==> src/rtl/banco_reg_pkg.sv <==
// Shared types and constants for the banco_reg datapath storage front-end.
package banco_reg_pkg;

  localparam int WIDTH  = 16;
  localparam int NREGS  = 8;
  localparam int IMM_W  = 10;
  localparam int ADDR_W = $clog2(NREGS);

  typedef logic [WIDTH-1:0]  word_t;
  typedef logic [ADDR_W-1:0] regIdx_t;

  typedef enum logic [2:0] {
    ADD = 3'd0,
    SUB = 3'd1,
    NAN = 3'd2,
    HLT = 3'd3,
    OUT = 3'd4,
    LDI = 3'd5,
    BNE = 3'd6,
    REP = 3'd7
  } opcode_t;

  // Instruction word layout: OP=[15:13], RA=[12:10], RB=[9:7], remainder below.
  typedef struct packed {
    opcode_t    op;
    regIdx_t    ra;
    regIdx_t    rb;
    logic [6:0] rest;
  } instr_t;

endpackage

==> src/rtl/banco_reg_phase_counter.sv <==
// 2-bit instruction-phase counter: wraps 3 -> 0, synchronous clear and reset.
module banco_reg_phase_counter (
  input  logic       clock,
  input  logic       reset_n,
  input  logic       clear,
  output logic [1:0] count
);

  always_ff @(posedge clock) begin
    if (!reset_n) begin
      count <= 2'd0;
    end else if (clear) begin
      count <= 2'd0;
    end else begin
      count <= count + 2'd1;
    end
  end

endmodule

==> src/rtl/banco_reg.sv <==
// Register file, phase counter and immediate sign-extender for the multi-cycle CPU.
// Build option BANCO_REG_R0_ZERO_EN hardwires register 0 to zero.
module banco_reg
  import banco_reg_pkg::*;
(
  input  logic       clock,
  input  logic       reset_n,
  input  logic       w,
  input  regIdx_t    key,
  input  word_t      in,
  output word_t      out,
  input  logic       cnt_clear,
  output logic [1:0] cnt_out,
  input  word_t      ext_in,
  output word_t      ext_out
);

  word_t regs [NREGS];
  logic  writeEn;

`ifdef BANCO_REG_R0_ZERO_EN
  assign writeEn = w && (key != '0);
  assign out     = (key == '0) ? '0 : regs[key];
`else
  assign writeEn = w;
  assign out     = regs[key];
`endif

  always_ff @(posedge clock) begin
    if (!reset_n) begin
      for (int i = 0; i < NREGS; i++) begin
        regs[i] <= '0;
      end
    end else if (writeEn) begin
      regs[key] <= in;
    end
  end

  banco_reg_phase_counter phaseCounter (
    .clock   (clock),
    .reset_n (reset_n),
    .clear   (cnt_clear),
    .count   (cnt_out)
  );

  // Opcode and Ra fields above the immediate take no part in the extension.
  logic unusedExtHi;
  assign unusedExtHi = ^ext_in[WIDTH-1:IMM_W];

  assign ext_out = {{(WIDTH-IMM_W){ext_in[IMM_W-1]}}, ext_in[IMM_W-1:0]};

endmodule

==> config.mk <==
export PLATFORM = sky130hd
export DESIGN_NAME = banco_reg
export DESIGN_NICKNAME = d
export VERILOG_FILES = /design/src/rtl/banco_reg_pkg.sv /design/src/rtl/banco_reg_phase_counter.sv /design/src/rtl/banco_reg.sv
export SDC_FILE = /design/constraint.sdc
export NUM_CORES = 1
export LEC_CHECK = 0
export ABC_AREA = 1
export CELL_PAD_IN_SITES_DETAIL_PLACEMENT = 0
export CELL_PAD_IN_SITES_GLOBAL_PLACEMENT = 2
export CORE_ASPECT_RATIO = 1.25
export CORE_MARGIN = 4
export CORE_UTILIZATION = 30
export DETAILED_ROUTE_END_ITERATION = 8
export GPL_TIMING_DRIVEN = 0
export HOLD_SLACK_MARGIN = 0.12
export PLACE_DENSITY = 0.71
export SLEW_MARGIN = 10
export SYNTH_ARGS = -nofsm -noshare
export SYNTH_HDL_FRONTEND = slang
export SYNTH_SLANG_ARGS = --single-unit
==> constraint.sdc <==
create_clock -name clock -period 1.6 [get_ports clock]
set_input_delay 0.16 -clock clock [delete_from_list [all_inputs] [get_ports clock]]
set_output_delay 0.16 -clock clock [all_outputs]
set_load 0.02 [all_outputs]
; After elaboration in Yosys (flattened, before gate mapping)
; Memories as Yosys holds them, arrays and structs flattened.
; Index checks and enable logic that the tools add are counted.
[totals]
reg_bits = 2
memories = 1
output_inout_bits = 34
mem_bits_rw = 128
input_bits = 39
word_cells = 13
[op_classes]
bitwise_logic = 1
reduce_logical = 2
n_mux = 7
addsub = 1
[mem_list]
columns = name, depth, word_bits, rd, rd_ports_with_merged_regs, write_ports, line_no
row1 = regs, 8, 16, 1, 0, 8, banco_reg.sv:18  ; word_t regs [NREGS];
[ops]
columns = cell, count
row1 = 2-to-1 mux 16 bit, 1
row2 = OR reduction 16 bit, 1
row3 = 2-to-1 mux 1 bit, 5
row4 = 2-to-1 mux 3 bit, 1
row5 = "adder 2 x 1 -> 2 bit, second input constant", 1
row6 = OR reduction 2 bit, 1
row7 = NOT 1 bit, 1

; Longest topological paths before layout
[depth]
depth_word = 5
ltp_mapped = 10
depth_no_buf = 7

; Cells and area by module
; A second synthesis with hierarchy kept.
[unflattened]
hier_cells = 683
area_unflattened_um2 = 6533.8
[modules_own_cells]
columns = module, cells_per_inst, seq_area_each_um2, instances, area_each_um2
row1 = banco_reg, 672, 3843.7, 1, 6457.4
row2 = banco_reg_phase_counter, 11, 40.0, 1, 76.3

; Worst setup path before layout
; Ideal clock, no wire load.
[synth_timing]
path_kind = in2reg
start = in key[1]
end = mem regs[2][0] (netlist bit), enable pin
path_slack_ps = 16
path_stages = 5
setup_ps = 372
arrival_ps = 1213
required_ps = 1228
path_buffers = 3
path_cell_list = buf_2 -> buf_6 -> nand4_4 -> buf_2 -> nand2_1
[synth_lines]
columns = element, line_no
row1 = start: declaration, banco_reg.sv:9  ; input regIdx_t key,
row2 = end: declaration, banco_reg.sv:18

==> impl_metrics.py <==
metrics = {
    "critical_path": {
        "path_cells": "clkdlybuf4s50_1 -> nand2_2 -> inv_4 -> nand3_2 -> clkbuf_4 -> nand2_8",
        "crit_buf_inv": 3,
        "cp_max_fo": 16,
        "end_kind": "flip-flop",
        "cp_slowest_cell": "clkdlybuf4s50_1",
        "cp-start-kind": "input port",
        "crit_required_ns": 1.70,
        "cp_top_family": "buffers and inverters",
        "worst-setup-path-type": "in2reg",
        "cp.arrival_ns": 1.63,
        "critPathMaxStageDelay_ns": 0.47,
    },
    "logic_synthesis": {
        "syn_inst": 684,
        "yosys_warnings": 0,
        "synth_cell_types": 21,
        "synth_top_area_share_pct": 61.75,
        "ys_top_cells_by_area": "edfxtp_1 (62%), nand2_1 (19%), nor2_1 (8.1%)",
        "yosys.area.top_type": "edfxtp_1",
        "synth_nets": 723,
        "synth.cell_area_um2": 6225,
        "ys_seq_area_share_pct": 62.39,
        "synth_area_per_cell_um2": 9.100,
        "synth-seq-cells": 130,
    },
    "routing": {
        "drtAntennaViolNets": 0,
        "dr.pass1.iters": 4,
        "drc": 0,
        "vias_per_cell": 4.397,
        "totalWireLength_um": 17530,
        "drtIter0Drc": 208,
        "vias": 4569,
        "drt-wirelength-per-cell_um": 16.87,
    },
    "finish": {
        "fin_nets": 795,
        "fillerInstances": 2071,
        "drive_gt1_share_pct": 16.64,
        "final_cell_mix": "nand2_1 (309), nor2_1 (133), edfxtp_1 (128), clkdlybuf4s50_1 (34), buf_2 (25)",
        "area_growth_pct": 24.80,
        "seq_area_um2": 3884,
        "final_common_cell": "nand2_1",
        "layout.cells.non_filler": 1039,
        "diodes": 0,
        "multi_input_area_um2": 2057,
    },
    "run_status": {
        "status": "finished clean",
    },
    "grt": {
        "overflow": 0,
        "antenna_found_initial": 0,
        "grt_pass1_vias": 4701,
        "grt_pass1_wl_um": 26450,
        "grt.total_usage_pct": 15.71,
        "grt_max_degree": 17,
    },
    "sta": {
        "rsz0062_at_grt": "true",
        "fin_crit_sh_pct": 95.75,
        "slew_headroom_pct": 71.97,
        "final_max_slew_viol_count": 0,
        "worst_pin_slew_ns": 0.4204,
        "setup_violations": 0,
        "finalCriticalPeriod_ns": 1.532,
        "whs_ns": 0.1975,
        "max_freq_mhz": 652.8,
        "hold_viol": 0,
        "finalClockSkew_ns": 0.002415,
        "tns_ns": 0,
    },
    "power": {
        "seqPwrFrac_pct": 47.0,
        "switching_share_pct": 26.26,
        "pwr-share-clk_pct": 41.3,
        "power.leakage_nw": 3.414,
        "p_per_area_nw_per_um2": 1097,
        "combPwrFrac_pct": 11.7,
        "power.net_switching_mw": 2.237,
        "ir_drop_uv": 613.9,
        "total_power_mw": 8.520,
        "internal-power_mw": 6.283,
    },
    "cts": {
        "root_buffer": "clkbuf_16",
        "insertion_delay_ns": 0.41,
        "post_cts_buffers": 0,
        "cts_sinks": 130,
        "clk_path_buf_depth": 2,
        "clkSlewWorstSetupHoldPaths_ns": 0.06,
        "numCtsBuffers": 17,
        "cts.htree.levels": 4,
        "cts_tree": "built",
    },
    "min_path": {
        "hp-class": "in2reg",
    },
    "die": {
        "die_h_um": 169.1,
        "die-area_um2": 23130,
        "die_width_um": 136.8,
        "core-area_um2": 20250,
        "initial_core_util_pct": 30.74,
        "pin_count": 73,
        "rows": 58,
    },
    "placement": {
        "portBuffers": 53,
        "dp_hpwl_um": 12320,
        "dpl.cell_count": 1007,
        "gp_congestion": 0.7710,
    },
    "run": {
        "cap_violations": 0,
    },
}
-- worst min-delay path: stages --
cell    delay, ns
buf_4        0.24
inv_1        0.12
nor3_1       0.05
-- layer usage --
metal / track usage [%] / share of wire [%] / vias up
li1: - / - / 2315
met4: 5.122 / 1.6 / 0
met3: 2.616 / 4.1 / 17
met5: 0 / 0 / -
met2: 28.53 / 53 / 94
met1: 18.73 / 42 / 2143
-- worst paths after layout --
path / depth (start not counted) / slack, ns / from / endpoint
setup / recovery: 6 / 0.07 / w / regs[4][0]
hold reg to reg: 1 / 0.49 / phaseCounter.count[0] / phaseCounter.count[0]
setup reg to reg: 2 / 0.87 / phaseCounter.count[0] / phaseCounter.count[1]
hold / removal: 3 / 0.20 / reset_n / phaseCounter.count[0]
-- cells by family (layout without fill, tap and decap cells) --
family,count (synthesis),after routing,share of synthesized area (%)
and+or+nand+nor,479,479,31.00
buffers and inverters,75,160,6.613
DFF,130,130,62.39
-- cell type report --
type                    count  area share [%]
flip-flops and latches    130           49.99
multi-input cells         479           26.48
well taps                 270           4.349
clock buffers              18           5.524
clock inverters            14           1.401
inverters                  23           1.144
plain buffers              52           5.202
repair buffers             53           5.911
-- timing repair --
action	4_1_cts	5_1_grt
resized for setup	96	30
setup endpoints to repair	145	89
pin swaps	0	2
hold buffers	0	0
-- power groups by stage --
stage,clock network [mW],logic (mW),registers [mW]
after floorplan,0,0.586,4.06
after global placement,0,0.996,4.07
after detailed placement,0,1.00,4.08
after CTS,3.58,1.00,4.01
after global routing,3.73,1.10,4.02
final,3.52,0.996,4.00
-- cells in the mapped netlist --
| master | instances |
|---|---|
| buf_1 | 1 |
| buf_2 | 21 |
| buf_4 | 21 |
| buf_6 | 3 |
| clkbuf_1 | 6 |
| dfxtp_1 | 2 |
| edfxtp_1 | 128 |
| inv_1 | 19 |
| inv_2 | 3 |
| inv_4 | 1 |
| nand2_1 | 322 |
| nand2_2 | 1 |
| nand3_1 | 4 |
| nand3_2 | 4 |
| nand4_1 | 6 |
| nand4_4 | 4 |
| nor2_1 | 134 |
| nor2_2 | 1 |
| nor2_4 | 1 |
| nor3_1 | 1 |
| nor4_1 | 1 |
-- state kept, by name, summed over array words and instances, names as in the netlist --
| name | count |
|---|---|
| regs | 128 |
| phaseCounter.count | 2 |
-- metrics by stage --
step / instance area [µm²] / worst slack [ns] / utilization [%]
3_5_place_dp: 7093 / -1.119 / 35.03
5_1_grt: 7769 / -0.03704 / 38.37
2_1_floorplan: 6225 / 0.01558 / -
6_report: 7769 / 0.06806 / 38.37
4_1_cts: 7715 / -0.08089 / 38.10
3_3_place_gp: 7093 / -1.168 / 35.03
No activity file was read; power rests on OpenSTA's default activity.
